$ cat src/rtl/conv_pkg.sv
// Shared definitions for the convolution sequencer: FSM encoding, address
// width helpers and the default pipeline latencies of the MAC/post blocks.
package conv_pkg;

   // One-hot sequencer states
   typedef enum logic [3:0] {
      StIdle  = 4'b0001,
      StRun   = 4'b0010,
      StDrain = 4'b0100,
      StDone  = 4'b1000
   } conv_state_e;

   // Width of every loop counter; comfortably above any LeNet dimension
   localparam int unsigned CNT_W = 16;

   // Default latencies shared with the RAM, MAC and bias/ReLU blocks
   localparam int unsigned DEF_RD_LAT   = 2;
   localparam int unsigned DEF_MAC_LAT  = 3;
   localparam int unsigned DEF_POST_LAT = 2;

   // Bits needed to address n locations (at least one bit)
   function automatic int unsigned addr_w(input int unsigned n);
      return (n <= 1) ? 1 : $clog2(n);
   endfunction

   // Output edge of a valid (unpadded) convolution
   function automatic int unsigned out_dim(input int unsigned in_d, input int unsigned k,
                                           input int unsigned s);
      return (in_d - k) / s + 1;
   endfunction

endpackage

$ cat src/rtl/conv_tag_pipe.sv
// Fixed-depth shift line carrying a valid bit plus a data/tag word.
module conv_tag_pipe #(
   parameter int unsigned DEPTH = 2,
   parameter int unsigned W     = 8
) (
   input  logic         clk,
   input  logic         rst,
   input  logic         i_valid,
   input  logic [W-1:0] i_data,
   output logic         o_valid,
   output logic [W-1:0] o_data
);

   logic [DEPTH-1:0]        r_valid;
   logic [DEPTH-1:0][W-1:0] r_data;

   // Shift valid and data one stage per cycle
   always_ff @(posedge clk or posedge rst) begin
      if (rst) begin
         r_valid <= '0;
         r_data  <= '0;
      end else begin
         r_valid[0] <= i_valid;
         r_data[0]  <= i_data;
         for (int i = 1; i < DEPTH; i++) begin
            r_valid[i] <= r_valid[i-1];
            r_data[i]  <= r_data[i-1];
         end
      end
   end

   assign o_valid = r_valid[DEPTH-1];
   assign o_data  = r_data[DEPTH-1];

endmodule

$ cat src/rtl/conv_ctrl.sv
// Convolution-layer sequencer: walks kx, ky, ic, ox, oy, oc (inner to outer),
// issues weight/feature read addresses and tags each term so the MAC and
// write strobes line up with the RAM and arithmetic pipeline latencies.
module conv_ctrl
   import conv_pkg::*;
#(
   parameter int unsigned K        = 5,
   parameter int unsigned IN_W     = 32,
   parameter int unsigned IN_H     = 32,
   parameter int unsigned IN_CH    = 1,
   parameter int unsigned OUT_CH   = 6,
   parameter int unsigned STRIDE   = 1,
   parameter int unsigned RD_LAT   = DEF_RD_LAT,
   parameter int unsigned MAC_LAT  = DEF_MAC_LAT,
   parameter int unsigned POST_LAT = DEF_POST_LAT,
   localparam int unsigned OUT_W   = out_dim(IN_W, K, STRIDE),
   localparam int unsigned OUT_H   = out_dim(IN_H, K, STRIDE),
   localparam int unsigned WA_W    = addr_w(OUT_CH * IN_CH * K * K),
   localparam int unsigned FA_W    = addr_w(IN_CH * IN_H * IN_W),
   localparam int unsigned OA_W    = addr_w(OUT_CH * OUT_H * OUT_W)
) (
   input  logic            clk,
   input  logic            rst,
   input  logic            start,
   input  logic            stall,
   output logic            busy,
   output logic [WA_W-1:0] w_raddr,
   output logic [FA_W-1:0] f_raddr,
   output logic            rd_en,
   output logic            mac_en,
   output logic            mac_clr,
   output logic [OA_W-1:0] o_waddr,
   output logic            o_wr_en,
   output logic            done
);

   localparam logic [CNT_W-1:0] CNT_ONE = 1;
   localparam logic [CNT_W-1:0] KX_MAX  = CNT_W'(K - 1);
   localparam logic [CNT_W-1:0] IC_MAX  = CNT_W'(IN_CH - 1);
   localparam logic [CNT_W-1:0] OX_MAX  = CNT_W'(OUT_W - 1);
   localparam logic [CNT_W-1:0] OY_MAX  = CNT_W'(OUT_H - 1);
   localparam logic [CNT_W-1:0] OC_MAX  = CNT_W'(OUT_CH - 1);
   localparam logic [WA_W-1:0]  WA_ONE  = 1;
   localparam logic [OA_W-1:0]  OA_ONE  = 1;
   localparam logic [FA_W-1:0]  F_ROW   = FA_W'(IN_W);
   localparam logic [FA_W-1:0]  F_HW    = FA_W'(IN_H * IN_W);
   localparam logic [FA_W-1:0]  F_S     = FA_W'(STRIDE);
   localparam logic [FA_W-1:0]  F_SROW  = FA_W'(STRIDE * IN_W);
   localparam logic [7:0]       DR_ONE  = 1;
   localparam logic [7:0]       LAT_TOT = 8'(RD_LAT + MAC_LAT + POST_LAT);

   conv_state_e r_state;
   logic        r_busy, r_done;
   logic [7:0]  r_drain;

   // Loop counters and incremental address bases
   logic [CNT_W-1:0] r_kx, r_ky, r_ic, r_ox, r_oy, r_oc;
   logic [FA_W-1:0]  r_row, r_ch, r_wincol, r_winrow;
   logic [WA_W-1:0]  r_wptr, r_wbase;
   logic [OA_W-1:0]  r_optr;

   // Issue-stage registers
   logic            r_rd_en, r_first, r_last;
   logic [WA_W-1:0] r_w_addr;
   logic [FA_W-1:0] r_f_addr;
   logic [OA_W-1:0] r_iss_oaddr;

   logic w_adv, w_kx_wrap, w_ky_wrap, w_ic_wrap, w_ox_wrap, w_oy_wrap, w_oc_wrap;
   logic w_pix_end, w_term_first, w_term_last;

   assign w_adv        = (r_state == StRun) && !stall;
   assign w_kx_wrap    = (r_kx == KX_MAX);
   assign w_ky_wrap    = (r_ky == KX_MAX);
   assign w_ic_wrap    = (r_ic == IC_MAX);
   assign w_ox_wrap    = (r_ox == OX_MAX);
   assign w_oy_wrap    = (r_oy == OY_MAX);
   assign w_oc_wrap    = (r_oc == OC_MAX);
   assign w_pix_end    = w_kx_wrap && w_ky_wrap && w_ic_wrap;
   assign w_term_first = (r_kx == '0) && (r_ky == '0) && (r_ic == '0);
   assign w_term_last  = w_pix_end && w_ox_wrap && w_oy_wrap && w_oc_wrap;

   // Sequencer FSM with registered busy and done
   always_ff @(posedge clk or posedge rst) begin
      if (rst) begin
         r_state <= StIdle;
         r_busy  <= 1'b0;
         r_done  <= 1'b0;
         r_drain <= '0;
      end else begin
         r_done <= 1'b0;
         unique case (r_state)
            StIdle: begin
               if (start) begin
                  r_state <= StRun;
                  r_busy  <= 1'b1;
               end
            end
            StRun: begin
               r_drain <= '0;
               if (w_adv && w_term_last) r_state <= StDrain;
            end
            StDrain: begin
               // Count out the full read+MAC+post latency behind the last term
               if (r_drain == LAT_TOT) begin
                  r_state <= StDone;
                  r_busy  <= 1'b0;
                  r_done  <= 1'b1;
               end else begin
                  r_drain <= r_drain + DR_ONE;
               end
            end
            StDone:  r_state <= StIdle;
            default: r_state <= StIdle;
         endcase
      end
   end

   // Nested loop counters; every wrap lands on zero, so a finished run leaves them cleared
   always_ff @(posedge clk or posedge rst) begin
      if (rst) begin
         r_kx     <= '0;
         r_ky     <= '0;
         r_ic     <= '0;
         r_ox     <= '0;
         r_oy     <= '0;
         r_oc     <= '0;
         r_row    <= '0;
         r_ch     <= '0;
         r_wincol <= '0;
         r_winrow <= '0;
         r_wptr   <= '0;
         r_wbase  <= '0;
         r_optr   <= '0;
      end else if (w_adv) begin
         r_kx <= w_kx_wrap ? '0 : r_kx + CNT_ONE;
         if (w_kx_wrap) begin
            r_ky  <= w_ky_wrap ? '0 : r_ky + CNT_ONE;
            r_row <= w_ky_wrap ? '0 : r_row + F_ROW;
         end
         if (w_kx_wrap && w_ky_wrap) begin
            r_ic <= w_ic_wrap ? '0 : r_ic + CNT_ONE;
            r_ch <= w_ic_wrap ? '0 : r_ch + F_HW;
         end
         if (w_pix_end) begin
            r_ox     <= w_ox_wrap ? '0 : r_ox + CNT_ONE;
            r_wincol <= w_ox_wrap ? '0 : r_wincol + F_S;
            r_optr   <= w_term_last ? '0 : r_optr + OA_ONE;
            // Weights replay per pixel; move to the next filter only when oc advances
            if (w_ox_wrap && w_oy_wrap) begin
               r_wptr  <= w_oc_wrap ? '0 : r_wptr + WA_ONE;
               r_wbase <= w_oc_wrap ? '0 : r_wptr + WA_ONE;
            end else begin
               r_wptr <= r_wbase;
            end
         end else begin
            r_wptr <= r_wptr + WA_ONE;
         end
         if (w_pix_end && w_ox_wrap) begin
            r_oy     <= w_oy_wrap ? '0 : r_oy + CNT_ONE;
            r_winrow <= w_oy_wrap ? '0 : r_winrow + F_SROW;
         end
         if (w_pix_end && w_ox_wrap && w_oy_wrap) begin
            r_oc <= w_oc_wrap ? '0 : r_oc + CNT_ONE;
         end
      end
   end

   // Issue stage: register read strobe, addresses and term tags together
   always_ff @(posedge clk or posedge rst) begin
      if (rst) begin
         r_rd_en     <= 1'b0;
         r_first     <= 1'b0;
         r_last      <= 1'b0;
         r_w_addr    <= '0;
         r_f_addr    <= '0;
         r_iss_oaddr <= '0;
      end else begin
         r_rd_en <= w_adv;
         r_first <= w_adv && w_term_first;
         r_last  <= w_adv && w_pix_end;
         if (w_adv) begin
            r_w_addr    <= r_wptr;
            r_f_addr    <= r_winrow + r_wincol + r_ch + r_row + FA_W'(r_kx);
            r_iss_oaddr <= r_optr;
         end
      end
   end

   logic            w_mac_valid;
   logic [OA_W+1:0] w_mac_data;
   logic            w_wr_valid;
   logic [OA_W-1:0] w_wr_addr;

   conv_tag_pipe #(
      .DEPTH (RD_LAT),
      .W     (OA_W + 2)
   ) u_mac_pipe (
      .clk     (clk),
      .rst     (rst),
      .i_valid (r_rd_en),
      .i_data  ({r_first, r_last, r_iss_oaddr}),
      .o_valid (w_mac_valid),
      .o_data  (w_mac_data)
   );

   conv_tag_pipe #(
      .DEPTH (MAC_LAT + POST_LAT),
      .W     (OA_W)
   ) u_wr_pipe (
      .clk     (clk),
      .rst     (rst),
      .i_valid (w_mac_data[OA_W]),
      .i_data  (w_mac_data[OA_W-1:0]),
      .o_valid (w_wr_valid),
      .o_data  (w_wr_addr)
   );

   assign busy    = r_busy;
   assign done    = r_done;
   assign rd_en   = r_rd_en;
   assign w_raddr = r_w_addr;
   assign f_raddr = r_f_addr;
   assign mac_en  = w_mac_valid;
   assign mac_clr = w_mac_data[OA_W+1];
   assign o_wr_en = w_wr_valid;
   assign o_waddr = w_wr_addr;

endmodule

$ cat config.mk
export PLATFORM = sky130hd
export DESIGN_NAME = conv_ctrl
export DESIGN_NICKNAME = d
export VERILOG_FILES = /design/src/rtl/conv_pkg.sv /design/src/rtl/conv_tag_pipe.sv /design/src/rtl/conv_ctrl.sv
export SDC_FILE = /design/constraint.sdc
export NUM_CORES = 1
export LEC_CHECK = 0
export CORE_MARGIN = 3
export CORE_UTILIZATION = 45
export CTS_CLUSTER_DIAMETER = 50
export CTS_CLUSTER_SIZE = 8
export DETAILED_ROUTE_END_ITERATION = 8
export PLACE_DENSITY = 0.63
export RECOVER_POWER = 100
export REMOVE_ABC_BUFFERS = 1
export SLEW_MARGIN = 0
export SYNTH_ARGS = -nofsm -noshare
export SYNTH_HDL_FRONTEND = slang
export SYNTH_SLANG_ARGS = --single-unit
$ cat constraint.sdc
create_clock -name clk -period 14.4 [get_ports clk]
set_clock_uncertainty 0.15 [all_clocks]
set_input_delay 2.88 -clock clk [delete_from_list [all_inputs] [get_ports clk]]
set_output_delay 2.88 -clock clk [all_outputs]
set_load 0.005 [all_outputs]
[Word-level counts from Yosys, hierarchy flattened]
Index checks and enable logic that the tools add are counted.
Storage, ports and cells
  flip-flop bits (word level): 305
  input bits: 4
  output and inout bits: 37
  logic and storage cells: 109
Cells by class
  add/sub/neg operators: 15
  equal/unequal tests: 13
  multiplexer cells: 24
  reduce and logical (&&, ||, !) cells: 26
Operators with widths (number)
  $add A16 B1 Y16 const B: 6
  $mux W16: 6
  $eq A16 B3 Y1 const B: 3
  $logic_not A16 Y1: 3
  $eq A16 B5 Y1 const B: 2
  $mux W8: 4
  $add A10 B10 Y10: 3
  $mux W10: 3
  $add A10 B6 Y10 const B: 2
  $add A8 B1 Y8 const B: 2
  $pmux W8 S2: 1
  $add A13 B1 Y13 const B: 1
  $mux W13: 1
  $logic_and A1 B1 Y1: 12
  $mux W4: 3
  $pmux W4 S3: 1
  $reduce_and A2 Y1: 6
  $add A10 B1 Y10 const B: 1
  $eq A8 B3 Y1 const B: 1
  $ne A2 B2 Y1 const B: 3
  $reduce_and A3 Y1: 2
  $eq A4 B1 Y1 const B: 1
  $eq A4 B2 Y1 const B: 1
  $eq A4 B3 Y1 const B: 1
  5 further kinds: 9

[Logic depth before layout (Yosys ltp)]
Gate-level depths: netlist (run 1).
  word-level depth: 9
  mapped depth: 11
  gate-level depth less buffers: 11

[Modules after synthesis]
From an unflattened synthesis (run 1), not the netlist that was laid out.
Unflattened totals
  cells, all modules: 1167
  area, all modules: 12679.7 µm²
By module, submodules not included
  conv_ctrl: times used 1, cells an instance 1035, area each 9909.5 µm², seq. area each 4830.9 µm²
  conv_tag_pipe (u_wr_pipe): times used 1, cells an instance 84, area each 1853.0 µm², seq. area each 1751.7 µm²
  conv_tag_pipe (u_mac_pipe): times used 1, cells an instance 48, area each 917.1 µm², seq. area each 800.8 µm²

[Least setup slack after synthesis (run 1)]
Ideal clock, no wire load.
  kind: input to register
  from: input port stall
  to: register r_winrow[8]
  library setup time: 77 ps
  arrival time: 4567 ps
  setup slack: 9605 ps
  cell stages on the path: 5
  buffers on the path: 0
  cells stage by stage: nand2b_1 -> nor3_1 -> nand4_2 -> or4_1 -> a21oi_1
Between the ends
  longest elaborated chain between the ends: 3
RTL lines
  start, declared: line conv_ctrl.sv:25  | input logic stall,
  $logic_not A1 Y1: line conv_ctrl.sv:71  | assign w_adv = (r_state == StRun) && !stall;
  $logic_and A1 B1 Y1: line conv_ctrl.sv:71
  $reduce_and A2 Y1 (no source line)
  end signal, assigned: line conv_ctrl.sv:160  | r_winrow <= w_oy_wrap ? '0 : r_winrow + F_SROW;
  end, declared: line conv_ctrl.sv:58  | logic [FA_W-1:0] r_row, r_ch, r_wincol, r_winrow;
Every way passes these cells.
A chain may end at the register's enable or synchronous reset.

[Final worst setup path (run 1)]
  from: input port stall
  to: register r_oy[2]
Between the ends
  longest elaborated chain between the ends: 3
RTL lines
  $logic_not A1 Y1: line conv_ctrl.sv:71
  $logic_and A1 B1 Y1: line conv_ctrl.sv:71
  $reduce_and A2 Y1 (no source line)
  end signal, assigned: line conv_ctrl.sv:159  | r_oy <= w_oy_wrap ? '0 : r_oy + CNT_ONE;
  end, declared: line conv_ctrl.sv:57  | logic [CNT_W-1:0] r_kx, r_ky, r_ic, r_ox, r_oy, r_oc;
Every way passes these cells.

==> qor.csv, run 1 <==
stage,metric,value,unit
run_status,outcome,finished with violations,
run_status,violations,"capacitance limit, slew limit",
yosys,ys_warn_count,0,
timing,rsz0062_at_grt,no,
global_route,antenna_found_initial,0,
timing,fin_tns_setup,0,ns
yosys,ys_ff_latch,295,
drt,drc,0,
yosys,ys_types,59,
yosys,async_flop_share,100,%
die,pin_count,41,
yosys,synth-edff-count,0,
power,switchingPower,0.463,mW
timing,finalCritPeriodShare,55.6,%
timing,worst_pin_slew,5.40,ns
clocking,clock_latency,0.52,ns
clocking,path_clk_slew,0.05,ns
setup_path,path_class,in -> reg,
power,leakagePower,6.93,nW
power,pwr-share-comb,8.1,%
clocking,holdBufCountCts,0,
power,p_int,1.50,mW
timing,period_needed,8.00,ns
drt,drtIter0Drc,550,
timing,finalHoldViolCount,0,
flow_run,cap_violations,3,
finish,nFillCells,2329,
setup_path,critical_path_required,14.64,ns
die,die_area,29700,µm²
global_route,grt_max_degree,172,
finish,drive_gt1_share,5.24,%
power,seq_power_share,47.1,%
global_route,overflow,0,
yosys,seq_area_frac_synth,59.4,%
yosys,syn_area,12400,µm²
setup_path,cp-end-kind,register,
clocking,root_buffer,clkbuf_16,
clocking,cts-resized-gates,0,
global_route,grt_pass1_vias,8232,
clocking,cts_setup_buffers,0,
global_route,grt_pass1_wl,41200,µm
clocking,cts.sinks,295,
drt,first_pass_iters,5,
finish,antennaDiodeCount,0,
clocking,h-tree-depth,2,
finish,stdcell_area,14200,µm²
setup_path,crit_arrival,8.25,ns
worst_hold_path,hold_class,reg -> reg,
timing,final_max_slew_viol_count,225,
power,ir_drop,0.0839,mV
place,place_congestion,0.849,
clocking,cts_buffers,43,
drt,vias,8169,
yosys,syn_inst,1142,
die,chipHeight,172,µm
drt,wire_per_inst,15.5,µm
finish,area_growth,14.5,%
die,initial_utilization,46.0,%
setup_path,crit_fanout,58,
finish,finalNetCount,1240,
power,swShare,23.5,%
die,core,27000,µm²
clocking,clockBufferDepth,3,
drt,vias_per_cell,5.29,
place,dp_hpwl,15200,µm
place,post_dp_cell_area,13100,µm²
timing,fmax,125,MHz
drt,routed_wl,23900,µm
yosys,syn_area_per_cell,10.9,µm²
place,portBuffers,40,
drt,antenna_left,0,
power,power_density,138,nW/µm²
die,die-width,172,µm
clocking,cts_tree,done,
setup_path,start_kind,primary input,
power,p_clk_share,44.8,%
timing,setup_violations,0,
die,rows,60,
yosys,synth-main-ff-cell,dfrtp_1,
global_route,grt_use_total,16.9,%
timing,relSlewSlack,-262,%
[layout make-up]
cell class / count / area, µm² / share of cell area (%)
tap: 341 / 427 / 3.00
multi-input combinational: 760 / 4630 / 32.5
sequential: 295 / 7380 / 51.8
inverter: 45 / 170 / 1.19
clock buffer: 52 / 1110 / 7.79
timing repair buffer: 47 / 450 / 3.16
clock inverter: 4 / 67.6 / 0.474
[worst max-delay path, cell delays in order]
cell and delay (ns):
dlygate4sd3_1 0.53, nand2b_2 0.11, clkbuf_1 1.80, inv_1 0.09, clkbuf_1 0.79, nand4_1 0.28, clkbuf_1 0.90, nor2_1 0.33
nand2_1 0.16, mux2_2 0.34
[registers in the layout (all words and copies together) (netlist names), 8 cells and up]
register	flops
r_oc	16
r_iss_oaddr	13
r_optr	13
r_ox	16
f_raddr	10
r_oy	16
u_wr_pipe.o_data	13
r_wptr	8
u_mac_pipe.o_data	15
u_wr_pipe.r_data	52
u_mac_pipe.r_data	15
r_drain	8
r_ic	16
r_ky	16
r_wincol	10
r_kx	16
w_raddr	8
r_wbase	8
[kinds of logic after synthesis]
kind of cell               after synthesis  share of synthesized area (%)
muxes                                    4                          0.352
AOI/OAI and AO/OA                      127                           5.84
and+or+nand+nor                        483                           19.3
DFF                                    295                           59.4
buffers and inverters                   87                           3.08
xor gates and xnor gates               102                           7.18
adders and majority gates               44                           4.91
[power groups by stage]
stage / Combinational [mW] / Clock (mW) / Sequential (mW)
finish: 0.160 / 0.881 / 0.927
global route: 0.187 / 0.950 / 0.934
CTS: 0.170 / 0.909 / 0.928
detailed placement: 0.168 / 0 / 0.940
global placement: 0.165 / 0 / 0.938
floorplan: 0.0986 / 0 / 0.930
[cell usage in the layout, fill, tap and decap left out, drive strengths merged, types with 13 or more instances in the layout]
| cell type | instances |
|---|---|
| a21oi | 19 |
| and3 | 28 |
| clkbuf | 56 |
| dfrtp | 294 |
| dlygate4sd3 | 40 |
| ha | 36 |
| inv | 44 |
| nand2 | 165 |
| nand2b | 13 |
| nand3 | 67 |
| nand4 | 33 |
| nor2 | 78 |
| nor3 | 39 |
| nor4 | 14 |
| o21ai | 77 |
| xnor2 | 55 |
| xor2 | 47 |
[routing by layer]
| metal | share of wire, % | global-route usage, % | up-vias |
|---|---|---|---|
| met5 | 0 | 0 | - |
| met1 | 49 | 24.4 | 4038 |
| met2 | 46 | 26.6 | 130 |
| li1 | - | - | 3965 |
| met4 | 1.8 | 4.48 | 0 |
| met3 | 3.2 | 2.97 | 36 |
[worst paths after layout]
path | cells after the start | slack [ns] | start | endpoint
worst max-delay path | 10 | 6.40 | stall | r_oy[2]
min in group asynchronous | 2 | 4.37 | rst | u_mac_pipe.r_valid[0]
worst min register to register | 0 | 0.19 | u_wr_pipe.r_data[28] | u_wr_pipe.r_data[41]
worst max register to register | 11 | 8.50 | r_state[0] | r_oy[2]
worst min-delay path | 0 | 0.19 | u_wr_pipe.r_data[28] | u_wr_pipe.r_data[41]
max in group asynchronous | 2 | 7.37 | rst | r_winrow[7]
[cell usage after synthesis, types with 3 or more instances]
master / count / area (µm²)
clkbuf_1: 21 / 78.8
a21oi_1: 19 / 95.1
dfrtp_1: 294 / 7360
inv_1: 45 / 169
and3_1: 28 / 175
and4_1: 6 / 52.6
nand4_1: 32 / 200
nor4_1: 11 / 68.8
or3_1: 6 / 37.5
fa_1: 8 / 160
and2_1: 5 / 31.3
nand3_1: 67 / 335
xnor2_1: 55 / 482
o31ai_1: 4 / 30.0
nand2b_1: 13 / 81.3
ha_1: 36 / 450
or2_2: 3 / 18.8
buf_1: 4 / 15.0
o21ai_0: 77 / 385
nand2_1: 163 / 612
nor2_1: 78 / 293
a22o_1: 3 / 26.3
nor3_1: 37 / 185
a21o_1: 8 / 60.1
or4_1: 4 / 30.0
mux2_2: 3 / 33.8
nor4b_1: 8 / 70.1
buf_4: 14 / 105
nor2b_1: 4 / 25.0
xor2_1: 47 / 412
[through the flow]
step	hold slack (ns)	total power, mW	utilization (%)	setup slack, ns	instances
floorplan	0.181	1.03	-	3.22	1100
global placement	0.182	1.10	48.6	8.45	1488
detailed placement	0.185	1.11	48.6	8.42	1488
CTS	0.195	2.01	52.9	8.96	1544
global route	0.200	2.07	52.7	5.95	1544
finish	0.193	1.97	52.7	6.40	1544
(Power assumes the default switching activity.)
==> inputs of run 2 (changes only) <==
==> constraint.sdc (replaced) <==
create_clock -name clk -period 8.01 [get_ports clk]
set_clock_uncertainty 0.15 [all_clocks]
set_input_delay 1.602 -clock clk [delete_from_list [all_inputs] [get_ports clk]]
set_output_delay 1.602 -clock clk [all_outputs]
set_load 0.005 [all_outputs]
==> run 2 against run 1 <==
  * The run still ends with capacitance limit, slew limit left
  * Worst setup slack got worse by 3.7 ns
  * Flip-flop and latch count is the same
  * Global-route usage about the same
  * First-iteration DRC count decreased by 12%
  * Via count rose by 0.42%
  * Register-to-register slack got worse by 5.4 ns
  * Clock power increased by 84%
  * Highest routed layer unchanged
  * Critical path depth shrank 1
  * Power increased by 82%
  * Die area did not move
==> qor.csv, run 2 (same netlist as run 1, synthesis figures left out) <==
stage,metric,value,unit
finish,nFillCells,2395,
finish,layout_commonest_cell,dfrtp_1,
setup_path,path_cells,"dlygate4sd3_1, nand2b_1, clkbuf_1, inv_1, buf_4, nand3_1, nor3_1, a21boi_0, o21ai_0",
global_route,overflow,0,
timing,relSlewSlack,-33.2,%
setup_path,start_kind,primary input,
clocking,h-tree-depth,2,
power,ir_drop,0.163,mV
finish,area_growth,14.9,%
setup_path,crit_fanout,43,
clocking,cts_tree,done,
setup_path,path_class,in -> reg,
drt,wire_per_inst,15.5,µm
drt,vias,8203,
power,power_density,250,nW/µm²
timing,final_max_slew_viol_count,99,
clocking,clockBufferDepth,3,
finish,top_register,u_wr_pipe.r_data,
place,place_inst,1489,
clocking,cts.sinks,295,
drt,antenna_left,0,
run_status,violations,"capacitance limit, slew limit",
die,die-width,172,µm
timing,fmax,188,MHz
global_route,antenna_found_initial,0,
finish,finalNetCount,1242,
clocking,clock_latency,0.53,ns
timing,setup_violations,0,
clocking,cts_setup_buffers,0,
setup_path,crit_slowest_cell,nor3_1,
drt,first_pass_iters,4,
clocking,root_buffer,clkbuf_16,
setup_path,rrSetupSlack,3.06,ns
setup_path,critical_path_required,8.30,ns
timing,period_needed,5.33,ns
die,rows,60,
global_route,grt_pass1_vias,8398,
finish,drive_gt1_share,5.72,%
finish,multiInputGateArea,4640,µm²
global_route,grt_pass1_wl,41100,µm
die,die_area,29700,µm²
place,dp_hpwl,15600,µm
clocking,holdBufCountCts,0,
clocking,path_clk_slew,0.05,ns
timing,fin_hold_ws,0.189,ns
finish,instances_no_fill,1548,
drt,drtIter0Drc,483,
timing,finalCritPeriodShare,66.5,%
die,pin_count,41,
die,chipHeight,172,µm
finish,seq_area,7380,µm²
clocking,cts_buffers,44,
die,core,27000,µm²
timing,rsz0062_at_grt,no,
drt,vias_per_cell,5.30,
die,initial_utilization,46.0,%
timing,worst_pin_slew,2.00,ns
run_status,outcome,finished with violations,
timing,finalHoldViolCount,0,
drt,routed_wl,23900,µm
place,portBuffers,40,
clocking,cts-resized-gates,0,
setup_path,cp-end-kind,register,
timing,fin_tns_setup,0,ns
global_route,grt_max_degree,121,
worst_hold_path,hold_class,reg -> reg,
global_route,grt_use_total,16.9,%
drt,drc,0,
finish,antennaDiodeCount,0,
finish,largest_reg_flops,52,
setup_path,crit_path_max_incr_delay,1.03,ns
power,leakagePower,6.96,nW
finish,final_cell_mix,"294 x dfrtp_1, 165 x nand2_1, 78 x nor2_1",
setup_path,crit_arrival,5.62,ns
flow_run,cap_violations,3,
place,place_congestion,0.821,
## run 2: power by group
group	total (mW)	switching (mW)	internal (mW)
combinational	0.288	0.167	0.121
clock	1.62	0.618	1.01
sequential	1.66	0.0722	1.59
total	3.58	0.857	2.72
## run 2: per-stage QoR
| stage | instance area (µm²) | setup WS (ns) | util [%] | power, mW |
|---|---|---|---|---|
| after floorplan | 12200 | -1.89 | - | 1.85 |
| after global placement | 13100 | 3.21 | 48.6 | 1.98 |
| after detailed placement | 13100 | 3.16 | 48.6 | 1.99 |
| after CTS | 14300 | 3.72 | 53.1 | 3.65 |
| after global routing | 14300 | 2.22 | 52.9 | 3.76 |
| final | 14300 | 2.68 | 52.9 | 3.58 |
## run 2: path summary, 6_finish.rpt
kind / to / depth (start not counted) / from
worst max-delay path: r_optr[11] / 9 / stall
worst min-delay path: u_wr_pipe.o_data[8] / 0 / u_wr_pipe.r_data[47]
worst max register to register: r_oc[9] / 9 / r_kx[0]
worst min register to register: u_wr_pipe.o_data[8] / 0 / u_wr_pipe.r_data[47]
max in group asynchronous: u_mac_pipe.r_data[10] / 3 / rst
min in group asynchronous: r_iss_oaddr[3] / 2 / rst
## run 2: final cells by class
| cell class | count | area share, % |
|---|---|---|
| flip-flops and latches | 295 | 51.7 |
| multi-input cells | 760 | 32.4 |
| clock buffers | 54 | 8.11 |
| repair buffers | 48 | 3.14 |
| well taps | 341 | 2.99 |
| inverters | 45 | 1.23 |
| clock inverters | 5 | 0.429 |
## run 2: routing by layer
layer / GRT usage [%] / vias to the layer above / wire (µm)
met4: 4.76 / 0 / 418
li1: - / 3980 / -
met3: 3.27 / 34 / 1040
met2: 26.8 / 171 / 11000
met5: 0 / - / 0
met1: 23.9 / 4018 / 11500
## run 2: worst max-delay path, delay by kind of cell
family | cells | cell delay, ns
simple gates | 3 | 1.64
buf+inv | 4 | 1.96
compound gates | 2 | 0.39
==> inputs of run 3 (changes only) <==
==> constraint.sdc (replaced) <==
create_clock -name clk -period 5 [get_ports clk]
set_clock_uncertainty 0.15 [all_clocks]
set_input_delay 1 -clock clk [delete_from_list [all_inputs] [get_ports clk]]
set_output_delay 1 -clock clk [all_outputs]
set_load 0.005 [all_outputs]
==> run 3 against run 2 <==
  * Highest routed layer unchanged
  * Clock-buffer cell count down 5
  * Register-to-register slack got worse by 2.1 ns
  * The run still ends with capacitance limit, slew limit left
  * Core utilization up 0.54 points
  * Critical path type is now reg -> reg
==> qor.csv, run 3 (same netlist as run 1, synthesis figures left out) <==
stage,metric,value,unit
run_status,violations,"capacitance limit, slew limit",
timing,relSlewSlack,-55.9,%
die,initial_utilization,46.0,%
die,die_area,29700,µm²
drt,first_pass_iters,5,
global_route,overflow,0,
finish,utilization,53.4,%
setup_path,r2r-start,r_state[3],
finish,layout_commonest_cell,dfrtp_1,
setup_path,cp-end-kind,register,
setup_path,crit_fanout,21,
place,portBuffers,40,
timing,worst_pin_slew,2.34,ns
finish,instances_no_fill,1552,
timing,period_needed,4.07,ns
finish,final_cell_mix,"294 x dfrtp_1, 165 x nand2_1, 78 x nor2_1",
drt,antenna_left,0,
timing,fmax,246,MHz
finish,largest_reg_flops,52,
die,pin_count,41,
setup_path,critical_path_required,5.27,ns
clocking,root_buffer,clkbuf_16,
clocking,cts_setup_buffers,0,
timing,rsz0062_at_grt,no,
die,chipHeight,172,µm
finish,antennaDiodeCount,0,
worst_hold_path,min_to,u_wr_pipe.r_data[27],
power,ir_drop,0.255,mV
clocking,path_clk_slew,0.05,ns
drt,wire_per_inst,15.8,µm
die,rows,60,
clocking,cts.sinks,295,
setup_path,rrSetupSlack,0.93,ns
global_route,grt_pass1_vias,8485,
worst_hold_path,holdCritStartpoint,u_wr_pipe.r_data[14],
place,place_congestion,0.828,
worst_hold_path,hold_class,reg -> reg,
clocking,cts-resized-gates,0,
global_route,grt_use_total,17.5,%
timing,finalHoldViolCount,0,
die,die-width,172,µm
clocking,cts_tree,done,
global_route,grt_max_degree,105,
setup_path,path_class,reg -> reg,
finish,drive_gt1_share,6.36,%
flow_run,cap_violations,1,
setup_path,worst-r2r-cell-count,6,
worst_hold_path,min_path_cells,0,
run_status,outcome,finished with violations,
drt,vias,8317,
finish,top_register,u_wr_pipe.r_data,
setup_path,start_kind,register,
global_route,grt_pass1_wl,42500,µm
power,power_density,405,nW/µm²
place,dp_hpwl,15900,µm
drt,routed_wl,24500,µm
clocking,clockBufferDepth,3,
drt,vias_per_cell,5.36,
clocking,clock_latency,0.54,ns
setup_path,r2r-end,r_optr[8],
power,leakagePower,7.04,nW
finish,area_growth,16.1,%
drt,drc,0,
finish,nFillCells,2373,
finish,finalNetCount,1251,
setup_path,crit_arrival,4.35,ns
timing,finalCritPeriodShare,81.5,%
die,core,27000,µm²
clocking,h-tree-depth,2,
timing,setup_violations,0,
drt,drtIter0Drc,586,
clocking,holdBufCountCts,0,
timing,final_max_slew_viol_count,103,
global_route,antenna_found_initial,0,
clocking,cts_buffers,44,
place,place_inst,1498,
run 3: per-layer routing:
layer	vias up	part of all wire (%)	global-route usage, %	routed length [µm]
met1	4112	49	25.1	11900
met2	167	45	27.1	11000
li1	3991	-	-	-
met3	47	4.4	3.34	1070
met4	0	2.2	5.87	549
met5	-	0	0	0
run 3: worst max path at each step:
| stage | from | end | slack (ns) | cells after the start |
|---|---|---|---|---|
| 2_1_floorplan | rst | busy | -4.30 | 1 |
| 3_3_place_gp | stall | r_optr[11] | 1.22 | 8 |
| 3_5_place_dp | stall | r_optr[11] | 1.15 | 8 |
| 4_1_cts | r_state[3] | r_optr[11] | 1.36 | 8 |
| 5_1_grt | r_state[3] | r_optr[8] | 0.64 | 6 |
| 6_report | r_state[3] | r_optr[8] | 0.93 | 6 |
run 3: area by class of cell:
type	count	area (µm²)	share of cell area, %
Sequential cell	295	7380	51.1
Tap cell	341	427	2.96
Clock inverter	5	111	0.771
Multi-Input combinational cell	760	4650	32.2
Clock buffer	49	1160	8.04
Timing Repair Buffer	57	534	3.70
Inverter	45	173	1.20
run 3: report_power, final:
part / internal [mW] / leakage, nW / total (mW) / switching [mW]
logic: 0.200 / 2.44 / 0.469 / 0.269
registers: 2.55 / 3.98 / 2.67 / 0.121
clock network: 1.72 / 0.622 / 2.71 / 0.987
run 3: metrics by stage:
stage | worst slack (ns) | instance area [µm²] | TNS, ns | hold slack (ns) | power [mW]
6_report | 0.927 | 14400 | 0 | 0.185 | 5.85
5_1_grt | 0.636 | 14400 | 0 | 0.193 | 6.13
3_5_place_dp | 1.15 | 13200 | 0 | 0.185 | 3.21
3_3_place_gp | 1.22 | 13200 | 0 | 0.182 | 3.19
4_1_cts | 1.36 | 14500 | 0 | 0.191 | 5.96
2_1_floorplan | -4.30 | 12200 | -1265.47 | 0.181 | 2.96
run 3: worst max-delay path, cell delays in order (launching register included):
cell      delay [ns]
dfrtp_1         0.45
nor4b_1         0.57
nand2b_1        0.65
nor4_4          0.82
clkbuf_1        0.60
nand2_1         0.30
o41ai_1         0.40
